===== src/rtl/fetch_unit.sv =====
// fetch_unit: instruction-fetch stage of the 16-bit MIPS core.
// Owns the fetch PC, issues single-cycle-latency reads to word-addressed
// instruction memory, and buffers returned words in a small FIFO that feeds
// decode over a valid/ready handshake. Redirects flush the FIFO and restart
// fetch; fetch_halt stops new requests while buffered words still drain.
// Optional build macro: FETCH_PERF_CNT_EN adds saturating pop/redirect counters.
module fetch_unit #(
  parameter int              inst_SIZE = 16,
  parameter int              ADDR_W    = 16,
  parameter logic [ADDR_W-1:0] RESET_PC = '0,
  parameter int              FQ_DEPTH  = 2
) (
  input  logic                 clk,
  input  logic                 rst,
  output logic                 imem_req,
  output logic [ADDR_W-1:0]    imem_addr,
  input  logic                 imem_rvalid,
  input  logic [inst_SIZE-1:0] imem_rdata,
  output logic                 if_valid,
  input  logic                 if_ready,
  output logic [inst_SIZE-1:0] if_instr,
  output logic [ADDR_W-1:0]    if_pc,
  input  logic                 redirect_valid,
  input  logic [ADDR_W-1:0]    redirect_pc,
`ifdef FETCH_PERF_CNT_EN
  output logic [31:0]          perf_fetch_cnt,
  output logic [15:0]          perf_flush_cnt,
`endif
  input  logic                 fetch_halt
);

  localparam int PTR_W = $clog2(FQ_DEPTH);
  localparam int CNT_W = PTR_W + 1;
  localparam logic [CNT_W:0] DEPTH_C = (CNT_W+1)'(FQ_DEPTH);

  typedef enum logic [1:0] {S_BOOT, S_FETCH, S_HALT} state_t;

  state_t                 state, state_nxt;
  logic [ADDR_W-1:0]      pc_fetch;
  logic [ADDR_W-1:0]      tag_pc_p1;
  logic                   inflight_p1;
  logic [inst_SIZE-1:0]   q_instr [FQ_DEPTH];
  logic [ADDR_W-1:0]      q_pc    [FQ_DEPTH];
  logic [PTR_W-1:0]       rd_ptr, wr_ptr;
  logic [CNT_W-1:0]       count;
  logic [CNT_W:0]         credit;
  logic                   issue, pop, push, kill;

  // Occupancy the queue will reach if everything outstanding lands and the
  // current pop retires; a new request is only allowed below the depth.
  assign credit = {1'b0, count} + {{CNT_W{1'b0}}, inflight_p1} - {{CNT_W{1'b0}}, pop};

  assign if_valid  = (count != '0);
  assign pop       = if_valid & if_ready;
  assign kill      = redirect_valid;
  assign push      = imem_rvalid & inflight_p1 & ~kill;
  assign if_instr  = if_valid ? q_instr[rd_ptr] : '0;
  assign if_pc     = if_valid ? q_pc[rd_ptr]    : '0;
  assign imem_req  = issue;
  assign imem_addr = pc_fetch;

  // Next-state and request decision
  always_comb begin
    state_nxt = state;
    issue     = 1'b0;
    case (state)
      S_BOOT:  state_nxt = S_FETCH;
      S_FETCH: begin
        if (fetch_halt) state_nxt = S_HALT;
        else            issue     = ~redirect_valid & (credit < DEPTH_C);
      end
      S_HALT:  if (!fetch_halt) state_nxt = S_FETCH;
      default: state_nxt = S_BOOT;
    endcase
  end

  // FSM state, fetch PC and in-flight flag
  always_ff @(posedge clk or negedge rst) begin
    if (!rst) begin
      state       <= S_BOOT;
      pc_fetch    <= RESET_PC;
      inflight_p1 <= 1'b0;
    end else begin
      state       <= state_nxt;
      inflight_p1 <= issue;
      if (redirect_valid) pc_fetch <= redirect_pc;
      else if (issue)     pc_fetch <= pc_fetch + ADDR_W'(1);
    end
  end

  // Request address tag, paired with the response one cycle later
  always_ff @(posedge clk) begin
    if (issue) tag_pc_p1 <= pc_fetch;
  end

  // Queue pointers and occupancy; a redirect empties the queue
  always_ff @(posedge clk or negedge rst) begin
    if (!rst) begin
      rd_ptr <= '0;
      wr_ptr <= '0;
      count  <= '0;
    end else if (redirect_valid) begin
      rd_ptr <= '0;
      wr_ptr <= '0;
      count  <= '0;
    end else begin
      if (push) wr_ptr <= wr_ptr + PTR_W'(1);
      if (pop)  rd_ptr <= rd_ptr + PTR_W'(1);
      count <= count + CNT_W'(push) - CNT_W'(pop);
    end
  end

  // Queue storage written on accepted responses
  always_ff @(posedge clk) begin
    if (push) begin
      q_instr[wr_ptr] <= imem_rdata;
      q_pc[wr_ptr]    <= tag_pc_p1;
    end
  end

`ifdef FETCH_PERF_CNT_EN
  function automatic logic [31:0] sat_inc32(input logic [31:0] v);
    return (&v) ? v : v + 32'd1;
  endfunction

  function automatic logic [15:0] sat_inc16(input logic [15:0] v);
    return (&v) ? v : v + 16'd1;
  endfunction

  // Saturating event counters: delivered instructions and redirect cycles
  always_ff @(posedge clk or negedge rst) begin
    if (!rst) begin
      perf_fetch_cnt <= '0;
      perf_flush_cnt <= '0;
    end else begin
      if (pop)            perf_fetch_cnt <= sat_inc32(perf_fetch_cnt);
      if (redirect_valid) perf_flush_cnt <= sat_inc16(perf_flush_cnt);
    end
  end
`endif

endmodule

===== config.mk =====
export PLATFORM = sky130hd
export DESIGN_NAME = fetch_unit
export DESIGN_NICKNAME = d
export VERILOG_FILES = /design/src/rtl/fetch_unit.sv
export SDC_FILE = /design/constraint.sdc
export NUM_CORES = 1
export LEC_CHECK = 0
export CORE_UTILIZATION = 35
export CTS_CLUSTER_SIZE = 28
export DETAILED_ROUTE_END_ITERATION = 10
export GPL_TIMING_DRIVEN = 0
export PLACE_DENSITY = 0.54
export REMOVE_ABC_BUFFERS = 1
export SLEW_MARGIN = 15
export SYNTH_ARGS = -nofsm -noshare
export SYNTH_HDL_FRONTEND = slang
export SYNTH_SLANG_ARGS = --single-unit

===== constraint.sdc =====
create_clock -name clk -period 4.4 [get_ports clk]
set_clock_uncertainty 0.05 [all_clocks]
set_input_delay 0.88 -clock clk [delete_from_list [all_inputs] [get_ports clk]]
set_output_delay 0.88 -clock clk [all_outputs]
set_load 0.01 [all_outputs]

==> results_tabular.tex, run 1 <==
\begin{tabular}{lr}
\hline
Metric & Value \\
\hline
\multicolumn{2}{l}{\textbf{Drt}} \\
\quad First-pass detailed-route iteration total & 7 \\
\quad Number of DRC violations after detailed routing & 8 \\
\quad Detailed router's first-iteration violation count & 87 \\
\quad Antenna viol nets, final & 0 \\
\quad Routed Wire Length & 8560 µm \\
\quad Per-cell routed wire length & 15.9 µm \\
\quad Via count normalized by instance count & 4.92 \\
\quad Detailed-route via count & 2643 \\
\multicolumn{2}{l}{\textbf{Layout}} \\
\quad Ant diodes & 0 \\
\quad Post-Route Utilization & 48.7\% \\
\quad Design area & 5630 µm² \\
\quad Signed area change from the synthesized netlist to the final layout & 33.6\% \\
\quad Share of final-layout standard cells stronger than drive strength 1 & 8.63\% \\
\quad Final \#Nets & 431 \\
\multicolumn{2}{l}{\textbf{Floorplanning}} \\
\quad Cell Rows & 39 \\
\quad Initial core utilization & 36.4\% \\
\quad Top-Level Pins & 88 \\
\quad Width of the chip & 112 µm \\
\quad Core region area & 11600 µm² \\
\quad Die H & 112 µm \\
\quad Die Area & 12500 µm² \\
\multicolumn{2}{l}{\textbf{STA}} \\
\quad Slew @ Worst Pin & 0.960 ns \\
\quad Min cycle time layout & 4.20 ns \\
\quad FMAX & 238 MHz \\
\quad \# setup viols final & 0 \\
\quad Max-slew violation count & 0 \\
\quad Slew Limit Headroom & 35.8\% \\
\quad Fin Hold WS & 0.398 ns \\
\quad Number of endpoints with negative hold slack in the final report & 0 \\
\quad RSZ-0062 raised after global routing & no \\
\quad Setup TNS & 0 ns \\
\quad Ratio of final minimum period to clock period & 95.5\% \\
\multicolumn{2}{l}{\textbf{GRT}} \\
\quad Largest net degree at the start of global routing & 28 \\
\quad Antenna violations before repair & 0 \\
\quad Final global-route overflow total & 0 \\
\quad Number of global-route vias before repair & 2704 \\
\quad Tot GR Track Use & 14.5\% \\
\quad Wire length of the first global-routing pass & 13600 µm \\
\multicolumn{2}{l}{\textbf{Setup path}} \\
\quad Number of cells on the worst reg-to-reg path & 9 \\
\quad Required time of the worst setup path & 3.47 ns \\
\quad Critical R2R Capture & imem\_addr[15] \\
\quad Startpoint of the lowest-slack register-to-register path & count[1] \\
\quad Worst path arrival time & 3.27 ns \\
\quad Setup slack of the worst register-to-register path & 1.12 ns \\
\quad Worst Path Class, Setup & in2out \\
\quad Maximum fanout encountered on the critical timing path & 4 \\
\quad Kind of start point of the critical path & input pin \\
\quad Endpoint kind of the worst setup timing path & output pin \\
\multicolumn{2}{l}{\textbf{Synthesis}} \\
\quad Number of unique standard cell types used by synthesis & 36 \\
\quad Register bit total from synthesis & 103 \\
\quad Cells taking the most area after synthesis & sky130\_fd\_sc\_hd\_\_edfxtp\_1 (57\%), sky130\_fd\_sc\_hd\_\_dfrtp\_1 (14\%), sky130\_fd\_sc\_hd\_\_mux2i\_1 (7.8\%) \\
\quad Post-synthesis average cell area & 14.2 µm² \\
\quad Number of enable-type register cells in the synthesized netlist & 80 \\
\quad Syn. warnings & 0 \\
\quad Most used flip-flop cell after synthesis & sky130\_fd\_sc\_hd\_\_edfxtp\_1 \\
\quad Number of instances in the synthesized netlist & 297 \\
\quad Fraction of post-synthesis cell area in the top cell type by area & 57.0\% \\
\quad Part of the Yosys area used for sequential elements & 70.7\% \\
\quad Leading area contributor after synthesis & sky130\_fd\_sc\_hd\_\_edfxtp\_1 \\
\quad Async set-reset flop share out of synthesis & 22.3\% \\
\quad Area of the mapped netlist & 4210 µm² \\
\multicolumn{2}{l}{\textbf{Clocking}} \\
\quad Worst-skew pair later-pin latency & 0.34 ns \\
\quad Number of sinks handled by clock tree synthesis & 103 \\
\quad Maximum level of the CTS H-tree & 3 \\
\quad Clock tree from TritonCTS & built \\
\quad Number of buffers created by CTS & 9 \\
\quad Cell at the root of the clock tree & sky130\_fd\_sc\_hd\_\_clkbuf\_16 \\
\quad Clock-pin slew on the worst setup and hold paths & 0.07 ns \\
\quad Longest Clk Path Bufs & 2 \\
\multicolumn{2}{l}{\textbf{Placed design}} \\
\quad Final weighted congestion in routability-driven placement & 0.743 \\
\quad Number of buffers added on ports & 87 \\
\quad HPWL after detailed placement & 5920 µm \\
\quad Placement-stage cell area & 5350 µm² \\
\multicolumn{2}{l}{\textbf{Worst hold path}} \\
\quad Hold endpoint & q\_pc[1][13] \\
\quad Hold path depth & 0 \\
\quad Worst hold path type & reg2reg \\
\quad Hold path start & tag\_pc\_p1[13] \\
\multicolumn{2}{l}{\textbf{Power}} \\
\quad Peak VDD IR & 0.184 mV \\
\quad Cell Pwr Density & 455 nW/µm² \\
\quad Cell leakage power & 1.91 nW \\
\quad Total power & 0.00256 W \\
\multicolumn{2}{l}{\textbf{Status}} \\
\quad Result of the run & finished with violations \\
\quad Failing checks & design-rule violations \\
\multicolumn{2}{l}{\textbf{Flow run}} \\
\quad Number of max-cap violations & 0 \\
\hline
\end{tabular}
[layout make-up]
class | instances | area [µm²]
fillers | 1035 | 5940
flip-flops and latches | 103 | 2980
multi-input cells | 174 | 1190
repair buffers | 93 | 975
clock buffers | 10 | 229
well taps | 143 | 179
clock inverters | 6 | 43.8
inverters | 8 | 30.0
[Yosys cell counts, drive strengths merged (7+ instances only)]
cell    count
or4         7
edfxtp     80
nand3       7
o21ai       8
nor2       48
nand2      16
inv         8
mux2i      33
clkbuf     10
xor2        7
dfrtp      23
[power breakdown]
part	internal [W]	switching [W]
logic	0.000327	0.000294
clock network	0.000387	0.000341
registers	0.00113	0.0000806
[metal layers]
layer  global-route usage, %  up-vias  share of wire (%)
li1                        -     1270                  -
met1                    16.9     1284                 42
met2                    25.2       78                 50
met3                    3.43       11                5.9
met4                    7.30        0                2.1
met5                       0        -                  0
[flip-flops by register name, indices dropped and copies added, names as in the netlist]
| name | count |
|---|---|
| q_instr | 32 |
| q_pc | 32 |
| imem_addr | 16 |
| tag_pc_p1 | 16 |
| count | 2 |
| state | 2 |
| inflight_p1 | 1 |
| rd_ptr | 1 |
| wr_ptr | 1 |
[critical path, stage by stage]
cell	delay, ns
sky130_fd_sc_hd__clkdlybuf4s50_1	0.49
sky130_fd_sc_hd__nand2_1	0.12
sky130_fd_sc_hd__nor2_2	0.15
sky130_fd_sc_hd__o21ai_0	0.14
sky130_fd_sc_hd__fa_1	0.57
sky130_fd_sc_hd__and4bb_2	0.29
sky130_fd_sc_hd__nand2_1	0.15
sky130_fd_sc_hd__nor2_4	0.19
sky130_fd_sc_hd__dlygate4sd2_1	0.30
[placed cells by master (no fill, tap or decap), types with 3 or more instances in the layout]
cell,count
sky130_fd_sc_hd__clkdlybuf4s50_1,85
sky130_fd_sc_hd__edfxtp_1,80
sky130_fd_sc_hd__nor2_1,43
sky130_fd_sc_hd__mux2i_1,33
sky130_fd_sc_hd__dfrtp_1,22
sky130_fd_sc_hd__nand2_1,16
sky130_fd_sc_hd__clkbuf_16,9
sky130_fd_sc_hd__inv_1,8
sky130_fd_sc_hd__o21ai_0,8
sky130_fd_sc_hd__nand3_1,7
sky130_fd_sc_hd__xor2_1,7
sky130_fd_sc_hd__xnor2_1,6
sky130_fd_sc_hd__o31ai_1,6
sky130_fd_sc_hd__or4_1,6
sky130_fd_sc_hd__a31oi_1,6
sky130_fd_sc_hd__nor2_4,4
sky130_fd_sc_hd__nand4_1,4
sky130_fd_sc_hd__nor4_1,4
sky130_fd_sc_hd__nor2b_1,3
sky130_fd_sc_hd__ha_1,3
sky130_fd_sc_hd__buf_12,3
[worst max path at each step]
stage	start	endpoint	slack, ns	depth (start not counted)
global route	if_ready	imem_req	0.06	9
detailed placement	if_ready	imem_req	-0.50	9
CTS	if_ready	imem_req	0.22	9
floorplan	count[1]	imem_req	-0.37	8
global placement	count[1]	imem_req	-2.68	9
finish	if_ready	imem_req	0.20	9
[through the flow]
step	cells	setup slack, ns
3_3_place_gp	515	-2.68
4_1_cts	537	0.217
5_1_grt	537	0.0599
6_report	537	0.199
3_5_place_dp	520	-0.502
2_1_floorplan	285	-0.366
[repair_timing]
item / in CTS / in global routing
endpoints found under the setup margin: 1 / 0
resized for setup: 3 / 0
buffers inserted: 1 / 0
hold buffers: 0 / 0
[logic make-up (layout without fill, tap and decap cells)]
kind of cell	after synthesis	count (layout)	synth area share, %
buffers and inverters	20	117	1.81
xor gates and xnor gates	13	13	2.70
and+or+nand+nor	97	97	11.4
muxes	34	34	8.11
AOI/OAI and AO/OA	26	26	3.95
adders and majority gates	4	4	1.37
DFF	103	103	70.7
(Power assumes the default switching activity.)
==> run 2, diff against run 1 <==
CTS_BUF_LIST = sky130_fd_sc_hd__clkbuf_4 sky130_fd_sc_hd__clkbuf_8 sky130_fd_sc_hd__clkbuf_16   (was not set)
==> results_tabular.tex, run 2 (synthesized netlist as in run 1, its figures left out) <==
\begin{tabular}{lr}
\hline
Metric & Value \\
\hline
\multicolumn{2}{l}{\textbf{Drt}} \\
\quad Detailed-route via count & 2643 (unchanged) \\
\quad Detailed router's first-iteration violation count & 87 (unchanged) \\
\quad Antenna viol nets, final & 0 (unchanged) \\
\quad Via count normalized by instance count & 4.92 (unchanged) \\
\quad Per-cell routed wire length & 15.9 µm (unchanged) \\
\quad Number of DRC violations after detailed routing & 8 (unchanged) \\
\quad First-pass detailed-route iteration total & 7 (unchanged) \\
\quad Routed Wire Length & 8560 µm (unchanged) \\
\multicolumn{2}{l}{\textbf{Layout}} \\
\quad Most frequent cells in the layout & sky130\_fd\_sc\_hd\_\_clkdlybuf4s50\_1 (85), sky130\_fd\_sc\_hd\_\_edfxtp\_1 (80), sky130\_fd\_sc\_hd\_\_nor2\_1 (43) \\
\quad FF+latch area & 2980 µm² (unchanged) \\
\quad Post-Route Utilization & 48.7\% (about the same) \\
\quad Design area & 5630 µm² (about the same) \\
\quad Final \#Nets & 431 (unchanged) \\
\quad Registers with the most flip-flops & q\_instr x32, q\_pc x32 \\
\quad Share of final-layout standard cells stronger than drive strength 1 & 8.88\% (+0.25 points) \\
\quad Cell Count, Final, Fillers Out & 537 (unchanged) \\
\quad Layout filler cell count & 1035 (unchanged) \\
\quad Signed area change from the synthesized netlist to the final layout & 33.6\% (about the same) \\
\quad Ant diodes & 0 (unchanged) \\
\quad Leading cell type in the layout, fill and taps excluded & sky130\_fd\_sc\_hd\_\_clkdlybuf4s50\_1 \\
\quad Multi-input gate area & 1190 µm² (unchanged) \\
\multicolumn{2}{l}{\textbf{STA}} \\
\quad \# setup viols final & 0 (unchanged) \\
\quad Slew Limit Headroom & 35.8\% (unchanged) \\
\quad RSZ-0062 raised after global routing & no \\
\quad Slew @ Worst Pin & 0.960 ns (unchanged) \\
\quad Min cycle time layout & 4.20 ns (unchanged) \\
\quad Max-slew violation count & 0 (unchanged) \\
\quad FMAX & 238 MHz (unchanged) \\
\quad Ratio of final minimum period to clock period & 95.5\% (unchanged) \\
\quad Number of endpoints with negative hold slack in the final report & 0 (unchanged) \\
\multicolumn{2}{l}{\textbf{GRT}} \\
\quad Tot GR Track Use & 14.5\% (unchanged) \\
\quad Antenna violations before repair & 0 (unchanged) \\
\quad Final global-route overflow total & 0 (unchanged) \\
\quad Wire length of the first global-routing pass & 13600 µm (unchanged) \\
\quad Number of global-route vias before repair & 2704 (unchanged) \\
\quad Largest net degree at the start of global routing & 28 (unchanged) \\
\multicolumn{2}{l}{\textbf{Setup path}} \\
\quad Worst Path Class, Setup & in2out \\
\quad Maximum fanout encountered on the critical timing path & 4 (unchanged) \\
\quad Endpoint kind of the worst setup timing path & output pin \\
\quad Crit-path slowest cell & sky130\_fd\_sc\_hd\_\_fa\_1 \\
\quad Worst path arrival time & 3.27 ns (about the same) \\
\quad Kind of start point of the critical path & input pin \\
\quad CP Cell Sequence & clkdlybuf4s50\_1 -> nand2\_1 -> nor2\_2 -> o21ai\_0 -> fa\_1 -> and4bb\_2 -> nand2\_1 -> nor2\_4 -> dlygate4sd2\_1 \\
\quad Critical Path Most Common Cell & sky130\_fd\_sc\_hd\_\_nand2\_1 \\
\quad CP peak stage delay & 0.57 ns (about the same) \\
\quad Required time of the worst setup path & 3.47 ns (about the same) \\
\multicolumn{2}{l}{\textbf{Floorplanning}} \\
\quad Die H & 112 µm (unchanged) \\
\quad Cell Rows & 39 (unchanged) \\
\quad Initial core utilization & 36.4\% (unchanged) \\
\quad Die Area & 12500 µm² (unchanged) \\
\quad Width of the chip & 112 µm (unchanged) \\
\quad Top-Level Pins & 88 (unchanged) \\
\quad Core region area & 11600 µm² (unchanged) \\
\multicolumn{2}{l}{\textbf{Status}} \\
\quad Result of the run & finished with violations \\
\quad Failing checks & design-rule violations \\
\multicolumn{2}{l}{\textbf{Power}} \\
\quad Peak VDD IR & 0.184 mV (about the same) \\
\quad Cell Pwr Density & 456 nW/µm² (+0.17\%) \\
\quad Cell leakage power & 1.92 nW (+0.18\%) \\
\multicolumn{2}{l}{\textbf{Placed design}} \\
\quad HPWL after detailed placement & 5920 µm (unchanged) \\
\quad Final weighted congestion in routability-driven placement & 0.743 (unchanged) \\
\quad Inst Count DP & 520 (unchanged) \\
\quad Placement-stage cell area & 5350 µm² (unchanged) \\
\quad Number of buffers added on ports & 87 (unchanged) \\
\multicolumn{2}{l}{\textbf{Flow run}} \\
\quad Number of max-cap violations & 0 (unchanged) \\
\multicolumn{2}{l}{\textbf{Clocking}} \\
\quad Number of buffers created by CTS & 9 (unchanged) \\
\quad Number of sinks handled by clock tree synthesis & 103 (unchanged) \\
\quad Clock-pin slew on the worst setup and hold paths & 0.07 ns (about the same) \\
\quad Worst-skew pair later-pin latency & 0.34 ns (about the same) \\
\quad Maximum level of the CTS H-tree & 3 (unchanged) \\
\quad Cell at the root of the clock tree & sky130\_fd\_sc\_hd\_\_clkbuf\_16 \\
\quad Longest Clk Path Bufs & 2 (unchanged) \\
\quad Clock tree from TritonCTS & built \\
\multicolumn{2}{l}{\textbf{Worst hold path}} \\
\quad Worst hold path type & reg2reg \\
\hline
\end{tabular}
-- run 2: cell counts in the layout (fill, tap and decap cells not counted) --
No cell type changed its count.
-- run 2: per-layer routing --
metal	track usage (%)	part of all wire, %	vias up
li1	-	-	1270
met1	16.9	42	1284
met2	25.2	50	78
met3	3.43	5.9	11
met4	7.30	2.1	0
met5	0	0	-
-- run 2: per-stage QoR --
| stage | setup slack [ns] | TNS [ns] | total power (W) | hold slack, ns |
|---|---|---|---|---|
| floorplan | -0.366 | -0.366 | 0.00152 | 0.371 |
| global placement | -2.68 | -108.67 | 0.00182 | 0.373 |
| detailed placement | -0.502 | -0.502 | 0.00186 | 0.382 |
| CTS | 0.217 | 0 | 0.00262 | 0.398 |
| global route | 0.0599 | 0 | 0.00270 | 0.412 |
| finish | 0.199 | 0 | 0.00257 | 0.398 |
-- run 2: repair_timing --
action	4_1_cts	5_1_grt
setup buffers	1	0
endpoints found under the setup margin	1	0
hold buffers	0	0
gates resized for setup	3	0
-- run 2: power breakdown --
part / total, W / internal (W) / switching (W)
logic: 0.000620 / 0.000327 / 0.000294
clock network: 0.000734 / 0.000393 / 0.000341
registers: 0.00121 / 0.00113 / 0.0000806
-- run 2: area by class of cell --
class,count,area share [%]
clock buffer,10,4.13
clock inverter,6,0.778
inverter,8,0.533
multi-input combinational,174,21.2
sequential,103,52.9
tap,143,3.18
timing repair buffer,93,17.3
-- run 2: worst paths after layout --
check	start	endpoint	slack (ns)	depth (start not counted)
hold reg to reg	tag_pc_p1[13]	q_pc[1][13]	0.40	0
max in group asynchronous	rst	rd_ptr	3.43	1
setup / recovery	if_ready	imem_req	0.20	9
hold / removal	tag_pc_p1[13]	q_pc[1][13]	0.40	0
setup reg to reg	count[1]	imem_addr[15]	1.12	9
min in group asynchronous	rst	imem_addr[0]	0.47	1
-- run 2: worst max-delay path: cells and delay by family --
kind	cells	cell delay, ns
buffers and inverters	2	0.79
AND/OR/NAND/NOR	5	0.90
AO/OA/AOI/OAI	1	0.14
adder cells (fa/ha/maj)	1	0.57
==> run 3, diff against run 2 <==
CORE_ASPECT_RATIO = 0.6   (was not set)
CORE_MARGIN = 1.5   (was not set)
SLEW_MARGIN = not set   (was 15)
==> results_tabular.tex, run 3 (synthesized netlist as in run 1, its figures left out) <==
\begin{tabular}{lr}
\hline
Metric & Value \\
\hline
\multicolumn{2}{l}{\textbf{Clocking}} \\
\quad Cell at the root of the clock tree & sky130\_fd\_sc\_hd\_\_clkbuf\_16 \\
\quad Hold-fix buffers, CTS & 0 (unchanged) \\
\quad Worst-skew pair later-pin latency & 0.34 ns (about the same) \\
\quad Clock tree from TritonCTS & built \\
\quad Longest Clk Path Bufs & 2 (unchanged) \\
\quad Clock-pin slew on the worst setup and hold paths & 0.07 ns (about the same) \\
\quad Number of buffers created by CTS & 9 (unchanged) \\
\quad Maximum level of the CTS H-tree & 3 (unchanged) \\
\quad Number of sinks handled by clock tree synthesis & 103 (unchanged) \\
\multicolumn{2}{l}{\textbf{Power}} \\
\quad Cell Pwr Density & 456 nW/µm² (about the same) \\
\quad Sequential share of power & 47.0\% (-0.3 points) \\
\quad Peak VDD IR & 0.205 mV (+11\%) \\
\quad Net switching power figure & 0.000733 W (+2.6\%) \\
\quad Cell leakage power & 1.92 nW (+0.29\%) \\
\quad Net Sw Frac & 28.3\% (+0.50 points) \\
\quad Clock network fraction of total power & 28.7\% (about the same) \\
\quad Comb pwr share & 24.3\% (about the same) \\
\quad Total internal power & 0.00185 W (about the same) \\
\multicolumn{2}{l}{\textbf{Floorplanning}} \\
\quad Die H & 88.0 µm (-21\%) \\
\quad Top-Level Pins & 88 (unchanged) \\
\quad Core region area & 11500 µm² (-0.36\%) \\
\quad Width of the chip & 145 µm (+29\%) \\
\quad Initial core utilization & 36.6\% (+0.13 points) \\
\quad Cell Rows & 30 (-23\%) \\
\quad Die Area & 12700 µm² (+2.0\%) \\
\multicolumn{2}{l}{\textbf{Drt}} \\
\quad Per-cell routed wire length & 16.4 µm (+2.7\%) \\
\quad Antenna viol nets, final & 0 (unchanged) \\
\quad Routed Wire Length & 9110 µm (+6.4\%) \\
\quad First-pass detailed-route iteration total & 4 (-3) \\
\quad Detailed router's first-iteration violation count & 98 (+13\%) \\
\quad Detailed-route via count & 2671 (+1.1\%) \\
\quad Number of DRC violations after detailed routing & 0 (-8) \\
\quad Via count normalized by instance count & 4.80 (-2.4\%) \\
\multicolumn{2}{l}{\textbf{STA}} \\
\quad Slew Limit Headroom & 26.3\% (-9.5 points) \\
\quad Min cycle time layout & 4.25 ns (+0.0537 ns) \\
\quad RSZ-0062 raised after global routing & no \\
\quad \# setup viols final & 0 (unchanged) \\
\quad Final worst setup slack & 0.145 ns (-0.0537 ns) \\
\quad Slew @ Worst Pin & 1.10 ns (+0.142 ns) \\
\quad Max-slew violation count & 0 (unchanged) \\
\quad FMAX & 235 MHz (-1.3\%) \\
\quad Ratio of final minimum period to clock period & 96.7\% (+1.2 points) \\
\quad Number of endpoints with negative hold slack in the final report & 0 (unchanged) \\
\quad Setup TNS & 0 ns (unchanged) \\
\multicolumn{2}{l}{\textbf{GRT}} \\
\quad Tot GR Track Use & 15.4\% (+0.87 points) \\
\quad Final global-route overflow total & 0 (unchanged) \\
\quad Number of global-route vias before repair & 2669 (-1.3\%) \\
\quad Antenna violations before repair & 0 (unchanged) \\
\quad Largest net degree at the start of global routing & 28 (unchanged) \\
\quad Wire length of the first global-routing pass & 14100 µm (+3.8\%) \\
\multicolumn{2}{l}{\textbf{Layout}} \\
\quad FF+latch area & 2980 µm² (unchanged) \\
\quad Final \#Nets & 433 (+0.46\%) \\
\quad Share of final-layout standard cells stronger than drive strength 1 & 9.09\% (+0.21 points) \\
\quad Multi-input gate area & 1200 µm² (+0.94\%) \\
\quad Post-Route Utilization & 49.2\% (+0.51 points) \\
\quad Most frequent cells in the layout & sky130\_fd\_sc\_hd\_\_clkdlybuf4s50\_1 (86), sky130\_fd\_sc\_hd\_\_edfxtp\_1 (80), sky130\_fd\_sc\_hd\_\_nor2\_1 (44) \\
\quad Layout filler cell count & 1012 (-2.2\%) \\
\quad Ant diodes & 0 (unchanged) \\
\quad Registers with the most flip-flops & q\_instr x32, q\_pc x32 \\
\quad Leading cell type in the layout, fill and taps excluded & sky130\_fd\_sc\_hd\_\_clkdlybuf4s50\_1 \\
\quad Signed area change from the synthesized netlist to the final layout & 34.6\% \\
\multicolumn{2}{l}{\textbf{Placed design}} \\
\quad Final weighted congestion in routability-driven placement & 0.733 (-1.3\%) \\
\quad HPWL after detailed placement & 6070 µm (+2.5\%) \\
\quad Number of buffers added on ports & 87 (unchanged) \\
\quad Worst slack, placed & -0.488 ns (+0.0145 ns) \\
\multicolumn{2}{l}{\textbf{Setup path}} \\
\quad Required time of the worst setup path & 3.47 ns (about the same) \\
\quad Worst Path Class, Setup & in2out \\
\quad Setup slack of the worst register-to-register path & 1.06 ns (-0.06 ns) \\
\quad Crit-path slowest cell & sky130\_fd\_sc\_hd\_\_fa\_1 \\
\quad CP Cell Sequence & clkdlybuf4s50\_1 -> nand2\_1 -> nor2\_1 -> o21ai\_0 -> fa\_1 -> and4bb\_2 -> nand2\_1 -> nor2\_4 -> dlygate4sd2\_1 \\
\quad Maximum fanout encountered on the critical timing path & 4 (unchanged) \\
\quad Kind of start point of the critical path & input pin \\
\quad CP peak stage delay & 0.58 ns (about the same) \\
\quad Worst path arrival time & 3.32 ns (+0.05 ns) \\
\quad Number of cells on the worst reg-to-reg path & 10 (+1) \\
\quad Startpoint of the lowest-slack register-to-register path & count[1] \\
\quad Critical R2R Capture & imem\_addr[15] \\
\quad Endpoint kind of the worst setup timing path & output pin \\
\quad Critical Path Most Common Cell & sky130\_fd\_sc\_hd\_\_nand2\_1 \\
\multicolumn{2}{l}{\textbf{Worst hold path}} \\
\quad Hold path start & tag\_pc\_p1[2] \\
\quad Worst hold path type & reg2reg \\
\quad Hold endpoint & q\_pc[1][2] \\
\quad Hold path depth & 0 (unchanged) \\
\multicolumn{2}{l}{\textbf{Status}} \\
\quad Result of the run & finished clean \\
\multicolumn{2}{l}{\textbf{Flow run}} \\
\quad Number of max-cap violations & 0 (unchanged) \\
\hline
\end{tabular}
-- run 3: changes by cell type in the layout (fill, tap and decap cells not counted), sizes merged --
cell and change:
clkbuf +1, nor2 +1, clkdlybuf4s50 +1, inv -1
-- run 3: metrics by stage --
| stage | cells | instance area, µm² | total power [W] | hold WS [ns] |
|---|---|---|---|---|
| after floorplan | 285 | 4170 | 0.00152 | 0.371 |
| after global placement | 532 | 5240 | 0.00182 | 0.373 |
| after detailed placement | 536 | 5360 | 0.00184 | 0.380 |
| after CTS | 554 | 5650 | 0.00261 | 0.390 |
| after global routing | 556 | 5670 | 0.00272 | 0.392 |
| final | 556 | 5670 | 0.00259 | 0.390 |
-- run 3: repair_timing --
| action | CTS | global route |
|---|---|---|
| gates cloned | 1 | 0 |
| endpoints found under the setup margin | 1 | 1 |
| pin swaps | 2 | 1 |
| buffers inserted | 1 | 2 |
| resized for setup | 2 | 1 |
-- run 3: worst max-delay path: cells and delay by family --
family | cells | cell delay (ns)
AOI/OAI and AO/OA | 1 | 0.16
adders and majority gates | 1 | 0.58
buffers and inverters | 2 | 0.80
and+or+nand+nor | 5 | 0.91
-- run 3: how the worst max path moves through the flow --
stage                          end  startpoint  slack (ns)  depth (start not counted)
after floorplan           imem_req    count[1]       -0.37                          8
after global placement    imem_req    count[1]       -2.70                          9
after detailed placement  imem_req    if_ready       -0.49                          9
after CTS                 imem_req    count[1]        0.07                         10
after global routing      imem_req    if_ready       0.004                          9
final                     imem_req    if_ready        0.15                          9
-- run 3: power by group through the flow --
| stage | sequential, W | combinational (W) | clock, W |
|---|---|---|---|
| after floorplan | 0.00123 | 0.000284 | 0 |
| after global placement | 0.00125 | 0.000572 | 0 |
| after detailed placement | 0.00123 | 0.000608 | 0 |
| after CTS | 0.00122 | 0.000626 | 0.000764 |
| after global routing | 0.00123 | 0.000690 | 0.000805 |
| final | 0.00122 | 0.000629 | 0.000742 |
-- run 3: cell type report --
cell class | count | area share [%]
tap | 160 | 3.53
multi-input combinational | 175 | 21.2
inverter | 8 | 0.530
clock inverter | 5 | 0.618
sequential | 103 | 52.5
timing repair buffer | 94 | 17.3
clock buffer | 11 | 4.24
-- run 3: metal layers --
metal,global-route usage (%),up-vias,wire [µm]
li1,-,1285,-
met1,20.8,1311,4460
met2,23.7,63,4010
met3,4.98,12,519
met4,5.14,0,118
met5,0,-,0
